<file path="src/rtl/spi_frame_pixel_unpacker.sv">
// Reads packed pixel words from the SPI RX FIFO one word at a time and streams the pixels out
// in raster order with valid/ready, coordinates, frame markers and a sticky occupancy timeout.
module spi_frame_pixel_unpacker #(
  parameter int          FRAME_W      = 32,
  parameter int          FRAME_H      = 32,
  parameter int          PIX_W        = 8,
  parameter int          PIX_PER_WORD = 4,
  parameter int          RD_LATENCY   = 2,
  parameter int          MIN_OCC      = 1,
  parameter int          TIMEOUT_CYC  = 65535,
  parameter logic [31:0] RX_FIFO_ADDR = 32'h6C,
  localparam int         XW           = (FRAME_W > 1) ? $clog2(FRAME_W) : 1,
  localparam int         YW           = (FRAME_H > 1) ? $clog2(FRAME_H) : 1
) (
  input  logic             clk,
  input  logic             rst_n,
  input  logic             start,
  input  logic             abort,
  output logic [31:0]      rd_addr,
  output logic             rd_valid,
  input  logic [31:0]      rd_data,
  input  logic [10:0]      rx_occupancy,
  output logic             pix_valid,
  input  logic             pix_ready,
  output logic [PIX_W-1:0] pix_data,
  output logic [XW-1:0]    pix_x,
  output logic [YW-1:0]    pix_y,
  output logic             pix_last,
  output logic             frame_start,
  output logic             frame_done,
  output logic             busy,
  output logic             err_timeout
);

  localparam int LNW = (PIX_PER_WORD > 1) ? $clog2(PIX_PER_WORD) : 1;
  localparam int LTW = $clog2(RD_LATENCY + 1);
  localparam int TW  = (TIMEOUT_CYC > 1) ? $clog2(TIMEOUT_CYC) : 1;
  localparam int WW  = PIX_W * PIX_PER_WORD;

  localparam logic [XW-1:0]  X_MAX    = XW'(FRAME_W - 1);
  localparam logic [YW-1:0]  Y_MAX    = YW'(FRAME_H - 1);
  localparam logic [LNW-1:0] LANE_MAX = LNW'(PIX_PER_WORD - 1);
  localparam logic [LTW-1:0] LAT_MAX  = LTW'(RD_LATENCY);
  localparam logic [TW-1:0]  TMO_MAX  = TW'(TIMEOUT_CYC - 1);
  localparam logic [10:0]    OCC_MIN  = 11'(MIN_OCC);

  typedef enum logic [2:0] {
    S_IDLE, S_WAIT_OCC, S_REQ, S_WAIT_RD, S_UNPACK, S_DONE, S_ERROR
  } state_t;

  state_t         r_state;
  state_t         w_next_state;
  logic           r_start_d1;
  logic           r_frame_start;
  logic           r_err_timeout;
  logic [TW-1:0]  r_tmo_cnt;
  logic [LTW-1:0] r_lat_cnt;
  logic [31:0]    r_word;
  logic [LNW-1:0] r_lane;
  logic [XW-1:0]  r_x;
  logic [YW-1:0]  r_y;

  logic             w_start_edge;
  logic             w_occ_ok;
  logic             w_last_pix;
  logic [PIX_W-1:0] w_lane_pix [PIX_PER_WORD];

  assign w_start_edge = start & ~r_start_d1;
  assign w_occ_ok     = (rx_occupancy >= OCC_MIN);
  assign w_last_pix   = (r_x == X_MAX) && (r_y == Y_MAX);

  for (genvar gi = 0; gi < PIX_PER_WORD; gi++) begin : g_lane
    assign w_lane_pix[gi] = r_word[gi*PIX_W +: PIX_W];
  end

  // Bits above the packed lanes carry nothing when the lanes do not fill the word.
  if (WW < 32) begin : g_hi_bits
    logic w_unused_hi;
    assign w_unused_hi = ^r_word[31:WW];
  end

  always_ff @(posedge clk or negedge rst_n) begin
    if (!rst_n) begin
      r_state <= S_IDLE;
    end else begin
      r_state <= w_next_state;
    end
  end

  always_comb begin
    w_next_state = r_state;
    if (abort) begin
      w_next_state = S_IDLE;
    end else begin
      case (r_state)
        S_IDLE:     if (w_start_edge) w_next_state = S_WAIT_OCC;
        S_WAIT_OCC: begin
          if (w_occ_ok) w_next_state = S_REQ;
          else if (r_tmo_cnt == TMO_MAX) w_next_state = S_ERROR;
        end
        S_REQ:      w_next_state = S_WAIT_RD;
        S_WAIT_RD:  if (r_lat_cnt == LAT_MAX) w_next_state = S_UNPACK;
        S_UNPACK: begin
          // The final pixel of the frame ends it even if lanes of its word remain.
          if (pix_ready) begin
            if (w_last_pix) w_next_state = S_DONE;
            else if (r_lane == LANE_MAX) w_next_state = S_WAIT_OCC;
          end
        end
        S_DONE:     w_next_state = S_IDLE;
        S_ERROR:    if (w_start_edge) w_next_state = S_IDLE;
        default:    w_next_state = S_IDLE;
      endcase
    end
  end

  always_comb begin
    rd_valid   = 1'b0;
    rd_addr    = '0;
    pix_valid  = 1'b0;
    pix_data   = '0;
    pix_x      = '0;
    pix_y      = '0;
    pix_last   = 1'b0;
    frame_done = 1'b0;
    busy       = (r_state != S_IDLE);
    case (r_state)
      S_REQ: begin
        rd_valid = 1'b1;
        rd_addr  = RX_FIFO_ADDR;
      end
      S_UNPACK: begin
        pix_valid = 1'b1;
        pix_data  = w_lane_pix[r_lane];
        pix_x     = r_x;
        pix_y     = r_y;
        pix_last  = w_last_pix;
      end
      S_DONE:  frame_done = 1'b1;
      default: ;
    endcase
  end

  assign frame_start = r_frame_start;
  assign err_timeout = r_err_timeout;

  always_ff @(posedge clk or negedge rst_n) begin
    if (!rst_n) begin
      r_start_d1    <= 1'b0;
      r_frame_start <= 1'b0;
      r_err_timeout <= 1'b0;
      r_tmo_cnt     <= '0;
      r_lat_cnt     <= '0;
      r_word        <= '0;
      r_lane        <= '0;
      r_x           <= '0;
      r_y           <= '0;
    end else begin
      r_start_d1    <= start;
      r_frame_start <= 1'b0;
      if (!abort) begin
        case (r_state)
          S_IDLE: begin
            if (w_start_edge) begin
              r_frame_start <= 1'b1;
              r_err_timeout <= 1'b0;
              r_tmo_cnt     <= '0;
              r_lane        <= '0;
              r_x           <= '0;
              r_y           <= '0;
            end
          end
          S_WAIT_OCC: begin
            if (w_occ_ok) r_tmo_cnt <= '0;
            else if (r_tmo_cnt == TMO_MAX) r_err_timeout <= 1'b1;
            else r_tmo_cnt <= r_tmo_cnt + 1'b1;
          end
          S_REQ: r_lat_cnt <= LTW'(1);
          S_WAIT_RD: begin
            if (r_lat_cnt == LAT_MAX) begin
              r_word <= rd_data;
              r_lane <= '0;
            end else begin
              r_lat_cnt <= r_lat_cnt + 1'b1;
            end
          end
          S_UNPACK: begin
            if (pix_ready) begin
              r_lane <= r_lane + 1'b1;
              if (r_x == X_MAX) begin
                r_x <= '0;
                r_y <= r_y + 1'b1;
              end else begin
                r_x <= r_x + 1'b1;
              end
            end
          end
          default: ;
        endcase
      end
    end
  end

endmodule

</file>
<file path="config.mk">
export PLATFORM = sky130hd
export DESIGN_NAME = spi_frame_pixel_unpacker
export DESIGN_NICKNAME = d
export VERILOG_FILES = /design/src/rtl/spi_frame_pixel_unpacker.sv
export SDC_FILE = /design/constraint.sdc
export NUM_CORES = 1
export LEC_CHECK = 0
export ABC_AREA = 0
export CORE_ASPECT_RATIO = 0.9
export CORE_UTILIZATION = 53
export CTS_CLUSTER_DIAMETER = 120
export DETAILED_ROUTE_END_ITERATION = 6
export GPL_TIMING_DRIVEN = 0
export PLACE_DENSITY = 0.94
export SLEW_MARGIN = 20
export SYNTH_ARGS = -nofsm -noshare
export SYNTH_HDL_FRONTEND = slang
export SYNTH_SLANG_ARGS = --single-unit
export TNS_END_PERCENT = 30
</file>
<file path="constraint.sdc">
create_clock -name clk -period 2.9 [get_ports clk]
set_input_delay 0.58 -clock clk [delete_from_list [all_inputs] [get_ports clk]]
set_output_delay 0.58 -clock clk [all_outputs]
set_load 0.02 [all_outputs]
</file>
==> results of run 1 <==
[what timing repair did]
| action | 4_1_cts | 5_1_grt |
|---|---|---|
| setup endpoints to repair | 17 | 8 |
| cloned | 0 | 0 |
| pin swaps | 0 | 0 |
| resized for setup | 18 | 5 |
| hold buffers | 0 | 0 |
| setup buffers | 0 | 0 |
[layout by cell type, fill, tap and decap left out, types with 7 or more instances in the layout]
cell type,Yosys,layout
nand4_1,8,8
mux4_2,8,8
o21ai_1,17,17
buf_4,35,36
nand2b_1,7,7
conb_1,1,28
ha_1,8,8
and2_1,11,11
nor2_1,12,11
a21oi_1,10,10
clkbuf_8,0,11
nand2_1,25,25
o21ai_0,12,12
o31ai_1,11,11
inv_1,11,11
mux2_1,32,32
and3_1,8,8
dfrtp_1,68,68
nor2b_1,9,9
o41ai_1,7,7
nand3_1,14,14
clkdlybuf4s50_1,0,57
dlygate4sd2_1,0,13
[path summary, 6_finish.rpt]
kind                       slack (ns)             to  depth (start not counted)
max in group asynchronous        2.19     r_word[12]                          2
min                              0.17  r_tmo_cnt[10]                          1
min in group clk                 0.49   r_lat_cnt[0]                          1
min reg2reg                      0.49   r_lat_cnt[0]                          1
max                              0.12       pix_y[0]                          5
max reg2reg                      0.61   r_tmo_cnt[6]                          6
[registers in the layout, indices dropped and copies added, names as in the netlist]
signal and cells:
err_timeout 1, frame_start 1, r_lane 2, r_lat_cnt 2, r_start_d1 1, r_state 3
r_tmo_cnt 16, r_word 32, r_x 5, r_y 5
[power groups by stage]
stage               Clock (W)  Combinational, W  Sequential, W
finish               0.000895          0.000337        0.00101
floorplan                   0          0.000197        0.00102
detailed placement          0          0.000334        0.00103
CTS                  0.000907          0.000336        0.00101
global placement            0          0.000318        0.00103
global route         0.000945          0.000367        0.00102
[worst reg2reg max path, delay by kind of cell (launching register included)]
| kind | cells | cell delay (ns) |
|---|---|---|
| simple gates | 2 | 1.02 |
| buf+inv | 1 | 0.21 |
| flops | 1 | 0.41 |
| compound gates | 3 | 0.52 |
[per-stage QoR]
| step | std cells | cell area, sq um | hold WS [ns] | setup TNS [ns] | util (%) |
|---|---|---|---|---|---|
| finish | 589 | 5130 | 0.166 | 0 | 72.4 |
| global route | 589 | 5130 | 0.190 | 0 | 72.4 |
| CTS | 589 | 5110 | 0.176 | 0 | 72.3 |
| detailed placement | 573 | 4890 | 0.473 | 0 | 69.1 |
| global placement | 572 | 4870 | 0.459 | -64.74 | 68.8 |
| floorplan | 404 | 4000 | 0.284 | 0 | - |
[layer usage]
| metal | up-vias | global-route usage (%) | routed length, um |
|---|---|---|---|
| met5 | - | 0 | 0 |
| met4 | 0 | 8.95 | 159 |
| met3 | 20 | 5.31 | 429 |
| met2 | 106 | 43.6 | 4770 |
| met1 | 1531 | 29.7 | 3570 |
| li1 | 1538 | - | - |
[kinds of logic after synthesis]
logic type               count (synthesis)  share of synthesized area [%]
other                                    1                         0.0962
flip-flops                              68                           43.6
AND/OR/NAND/NOR                        120                           17.0
AO/OA/AOI/OAI                           75                           12.4
buffers and inverters                   62                           9.69
multiplexers                            43                           14.6
adder cells (fa/ha/maj)                  8                           2.57
[layout make-up]
cell class	count	area, sq um
timing repair buffer	76	762
buffer	50	342
multi-input combinational	274	1920
sequential	68	1700
fill	508	1950
tap	93	116
clock inverter	5	83.8
clock buffer	11	151
inverter	12	45.0
==> impl_results.md, run 1 <==
- DRT Pass-1 Iters: 4
- Largest net degree at the start of global routing: 38
- Clock network fraction of total power: 39.9%
- Minimum clock period: 2.78 ns
- Gr ovfl total: 0
- Sw Ratio: 24.6%
- NetSw: 0.000553 W
- Ys flop type: dfrtp_1
- H-Tree Depth: 3
- Root Buffer: clkbuf_8
- Synthesized instance count: 377
- Leak Pwr: 2.39 nW
- Clk_lat worst skew: 0.34 ns
- Critical Path Slowest Stage Cell: clkdlybuf4s50_1
- Final Hold Viols: 0
- CTS Buffer Depth: 2
- PD cells: 438 mW/mm^2
- DIE HEIGHT: 83.4 um
- F_max: 359 MHz
- Number of library cell types mapped by synthesis: 50
- Final setup vio count: 0
- Placeable Area: 0.00708 sq mm
- Area Overhead vs Synth: 31.4%
- Drt total wl: 8.93 mm
- Fraction of layout cells with a size suffix above 1: 15.7%
- Largest delay contributor family on the critical path: buffers and inverters
- Seq pwr share: 45.1%
- Antenna viol nets, final: 0
- Starting Density: 55.1%
- Clock-pin slew of the registers on the worst-case setup and hold paths: 0.08 ns
- Die area: 0.00771 sq mm
- Critical Path End Type: primary output
- Initial detailed-routing violation count: 174
- CP Data Required Time: 2.32 ns
- # diodes: 0
- Setup slack after layout: 0.118 ns
- Slew @ Worst Pin: 0.653 ns
- TritonCTS Buffers: 9
- Count leader, synth: dfrtp_1
- Final Cycle Share: 95.9%
- Worst slack, placed: 0.0473 ns
- FF+latch count, synth: 68
- DPL Wire Length: 6.69 mm
- Via count: 3195
- Final total power: 0.00224 W
- Status: finished, final reports clean
- Avg Inst Size Synth: 10.3 sq um
- Pint: 0.00169 W
- Dominant cells by area after synthesis: dfrtp_1 44%, mux2_1 9.2%, buf_4 6.7%
- Critical Path AT: 2.20 ns
- CP peak stage delay: 0.59 ns
- Routed wire per std cell: 15.2 um
- # Max-Cap Violations: 0
- Gate power share: 15.0%
- CP cell instances: buf_2 > or3b_1 > inv_2 > and2_1 > clkdlybuf4s50_1
- Die X: 92.4 um
- Worst min path class: primary input to asynchronous set/reset pin
- Global-route wire length before repair: 15.1 mm
- Reg-to-Reg Start: r_state[2]
- Via/cell ratio: 5.42
- Vias in the first global route: 3295
- TritonCTS clock tree: done
- Port Buffer Count: 75
- Placer Congestion: 0.915
- Startpoint Class: register
- Ranking of synthesized cells by instance count: 68 x dfrtp_1, 35 x buf_4, 32 x mux2_1, 25 x nand2_1, 17 x o21ai_1
- Proportion of netlist area held by the largest area contributor: 43.6%
- CP max FO: 10
- Async SR Flop Fraction: 100%
- WP buf/inv: 3
- Cell Area, Synth: 0.00390 sq mm
- # DRC: 0
- Ports: 105
- Slew HR: 56.4%
- Antenna violations before repair: 0
- RSZ-0062 raised after global routing: false
- Seq/Total Area, Yosys: 43.6%
- Clock sinks: 68
- GRT Util Overall: 24.8%
- Number of synthesis warnings: 0
- Critical Path Start: r_state[0]
- Number of synthesized flops with an enable pin: 0
- WS Path Type: register to primary output
- Clk_skew: 0.00996 ns
- VDD IR-drop max: 0.000389 V
- Largest area contributor in the netlist: dfrtp_1
- Placement Rows: 29
- Pins Over Slew Limit: 0
- Nets: 547
Note: power is estimated with default switching activity, not from simulation.
==> run 2, diff against run 1 <==
--- a/config.mk
+++ b/config.mk
@@ -7,11 +7,12 @@
 export LEC_CHECK = 0
 export ABC_AREA = 0
 export CORE_ASPECT_RATIO = 0.9
-export CORE_UTILIZATION = 53
+export CORE_UTILIZATION = 54
+export CTS_BUF_LIST = sky130_fd_sc_hd__clkbuf_8
 export CTS_CLUSTER_DIAMETER = 120
 export DETAILED_ROUTE_END_ITERATION = 6
 export GPL_TIMING_DRIVEN = 0
-export PLACE_DENSITY = 0.94
+export PLACE_DENSITY = 0.95
 export SLEW_MARGIN = 20
 export SYNTH_ARGS = -nofsm -noshare
 export SYNTH_HDL_FRONTEND = slang
==> run 2 against run 1 <==
Effect of this change: maximum frequency decreased by 0.95%; routed wire length shrank 0.36%; sequential cell count is the same; sequential power barely moved; final cell count is the same; combinational power shrank 1%; clock power decreased by 9.2%; register-to-register slack better by 0.02 ns; first-iteration DRC count is 17% higher; critical path type unchanged; critical endpoint is now rd_addr[6]; highest routed layer unchanged.
==> impl_results.md, run 2 (synthesis results as in run 1) <==
- # diodes: 0 (unchanged)
- Hold slack: 0.164 ns (-0.00121 ns)
- Area Overhead vs Synth: 30.3%
- Fill count: 484 (-4.7%)
- Die X: 91.6 um (-0.91%)
- Drt total wl: 8.90 mm (-0.36%)
- Final design utilization: 72.6% (+0.11 points)
- Largest regs: r_word (32), r_tmo_cnt (16)
- Routed wire per std cell: 15.1 um (-0.36%)
- Placeable Area: 0.00700 sq mm (-1.0%)
- Post-CTS Setup Inserts: 0 (unchanged)
- Clk_skew: 0.00982 ns (-0.000143 ns)
- H-Tree Depth: 3 (unchanged)
- Starting Density: 55.7% (+0.57 points)
- Commonest non-fill, non-tap cells in the layout: 68 x dfrtp_1, 56 x clkdlybuf4s50_1, 36 x buf_4
- CP peak stage delay: 0.59 ns (about the same)
- Placed cell count: 573 (unchanged)
- Root Buffer: clkbuf_8
- Gate power share: 15.4% (+0.4 points)
- Die area: 0.00757 sq mm (-1.8%)
- CTS Buffer Depth: 2 (unchanged)
- Placement Rows: 29 (unchanged)
- Status: finished, final reports clean
- TritonCTS Buffers: 9 (unchanged)
- Via/cell ratio: 5.56 (+2.6%)
- Final Cycle Share: 96.9% (+0.92 points)
- Largest delay contributor family on the critical path: buffers and inverters
- Critical Path AT: 2.23 ns (+0.03 ns)
- Hold-fix buffer count after cts: 0 (unchanged)
- TritonCTS clock tree: done
- CP Data Required Time: 2.32 ns (about the same)
- Vias in the first global route: 3045 (-7.6%)
- Seq pwr share: 46.9% (+1.8 points)
- Slew @ Worst Pin: 0.676 ns (+0.0230 ns)
- Clk_lat worst skew: 0.36 ns (+0.02 ns)
- Largest Register: r_word
- DPL Wire Length: 6.59 mm (-1.6%)
- Slew HR: 54.8% (-1.5 points)
- PD cells: 425 mW/mm^2 (-2.9%)
- Ports: 105 (unchanged)
- Placer Congestion: 0.889 (-2.9%)
- # DRC: 0 (unchanged)
- DRT Pass-1 Iters: 7 (+3)
- Port Buffer Count: 75 (unchanged)
- Critical Path End Type: primary output
- Clock sinks: 68 (unchanged)
- WS Path Type: register to primary output
- GRT Util Overall: 25.1% (+0.31 points)
- Via count: 3277 (+2.6%)
- WP buf/inv: 3 (unchanged)
- Global-route wire length before repair: 14.4 mm (-4.3%)
- Sw Ratio: 27.4% (+2.8 points)
- DIE HEIGHT: 82.6 um (-0.91%)
- Clock network fraction of total power: 37.6% (-2.3 points)
- Pins Over Slew Limit: 0 (unchanged)
- Multi-input combinational cell area: 0.00192 sq mm (unchanged)
- Nets: 547 (unchanged)
- Reg area: 0.00170 sq mm (unchanged)
- Gr ovfl total: 0 (unchanged)
- VDD IR-drop max: 0.000369 V (-5.0%)
- Critical Path Slowest Stage Cell: clkdlybuf4s50_1
- Antenna viol nets, final: 0 (unchanged)
- CP cell instances: clkbuf_1 > nand2b_1 > nor2_2 > buf_4 > clkdlybuf4s50_1
- Fraction of layout cells with a size suffix above 1: 15.7% (unchanged)
- Final Hold Viols: 0 (unchanged)
- Most common cell after layout, fill and taps aside: dfrtp_1
- Antenna violations before repair: 0 (unchanged)
- Pint: 0.00157 W (-7.3%)
- Largest net degree at the start of global routing: 37 (-2.6%)
- Layout Cells excl Fill: 589 (unchanged)
- Clock-pin slew of the registers on the worst-case setup and hold paths: 0.08 ns (about the same)
- Leak Pwr: 2.34 nW (-2.0%)
- Initial detailed-routing violation count: 204 (+17%)
- Minimum clock period: 2.81 ns (+0.0266 ns)
- # Max-Cap Violations: 0 (unchanged)
- F_max: 356 MHz (-0.95%)
- Startpoint Class: register
- CP max FO: 10 (unchanged)
- Max reg flops: 32 (unchanged)
- NetSw: 0.000592 W (+7.1%)
- Worst min path class: primary input to asynchronous set/reset pin
- Final setup vio count: 0 (unchanged)
## run 2: layer usage
layer,vias up,part of all wire (%),track usage [%]
met4,0,2.0,12.2
met2,130,52,44.1
li1,1546,-,-
met3,16,6.1,4.58
met1,1585,40,30.4
met5,-,0,0
## run 2: stage by stage
| stage | area [sq um] | setup TNS [ns] | total power [W] | setup slack (ns) |
|---|---|---|---|---|
| after floorplan | 4000 | 0 | 0.00122 | 0.649 |
| after global placement | 4870 | -62.16 | 0.00134 | -0.916 |
| after detailed placement | 4890 | 0 | 0.00136 | 0.0410 |
| after CTS | 5080 | 0 | 0.00217 | 0.0184 |
| after global routing | 5080 | -0.00959 | 0.00226 | -0.00959 |
| final | 5080 | 0 | 0.00216 | 0.0912 |
## run 2: layout make-up
class,count,share of cell area (%)
Buffer,50,6.67
Clock buffer,9,2.44
Clock inverter,7,1.60
Inverter,12,0.886
Multi-Input combinational cell,274,37.9
Sequential cell,68,33.5
Tap cell,93,2.29
Timing Repair Buffer,76,14.8
## run 2: power groups by stage
stage / logic (W) / registers, W / clock network (W)
6_report: 0.000333 / 0.00101 / 0.000813
3_5_place_dp: 0.000332 / 0.00103 / 0
3_3_place_gp: 0.000317 / 0.00103 / 0
5_1_grt: 0.000368 / 0.00102 / 0.000870
2_1_floorplan: 0.000197 / 0.00102 / 0
4_1_cts: 0.000334 / 0.00101 / 0.000827
## run 2: path summary, 6_finish.rpt
kind / end / cells past startpoint / startpoint / slack [ns]
worst max-delay path: rd_addr[6] / 5 / r_state[2] / 0.09
worst max register to register: r_tmo_cnt[8] / 6 / r_state[2] / 0.63
max in group asynchronous: r_tmo_cnt[3] / 2 / rst_n / 2.20
worst min-delay path: r_tmo_cnt[13] / 1 / rst_n / 0.16
worst min register to register: r_lat_cnt[0] / 1 / r_lat_cnt[0] / 0.48
min in group clk: r_lat_cnt[0] / 1 / r_lat_cnt[0] / 0.48
## run 2: timing repair
action	4_1_cts	5_1_grt
setup endpoints to repair	17	5
hold endpoints to repair	0	0
gates resized for setup	21	2
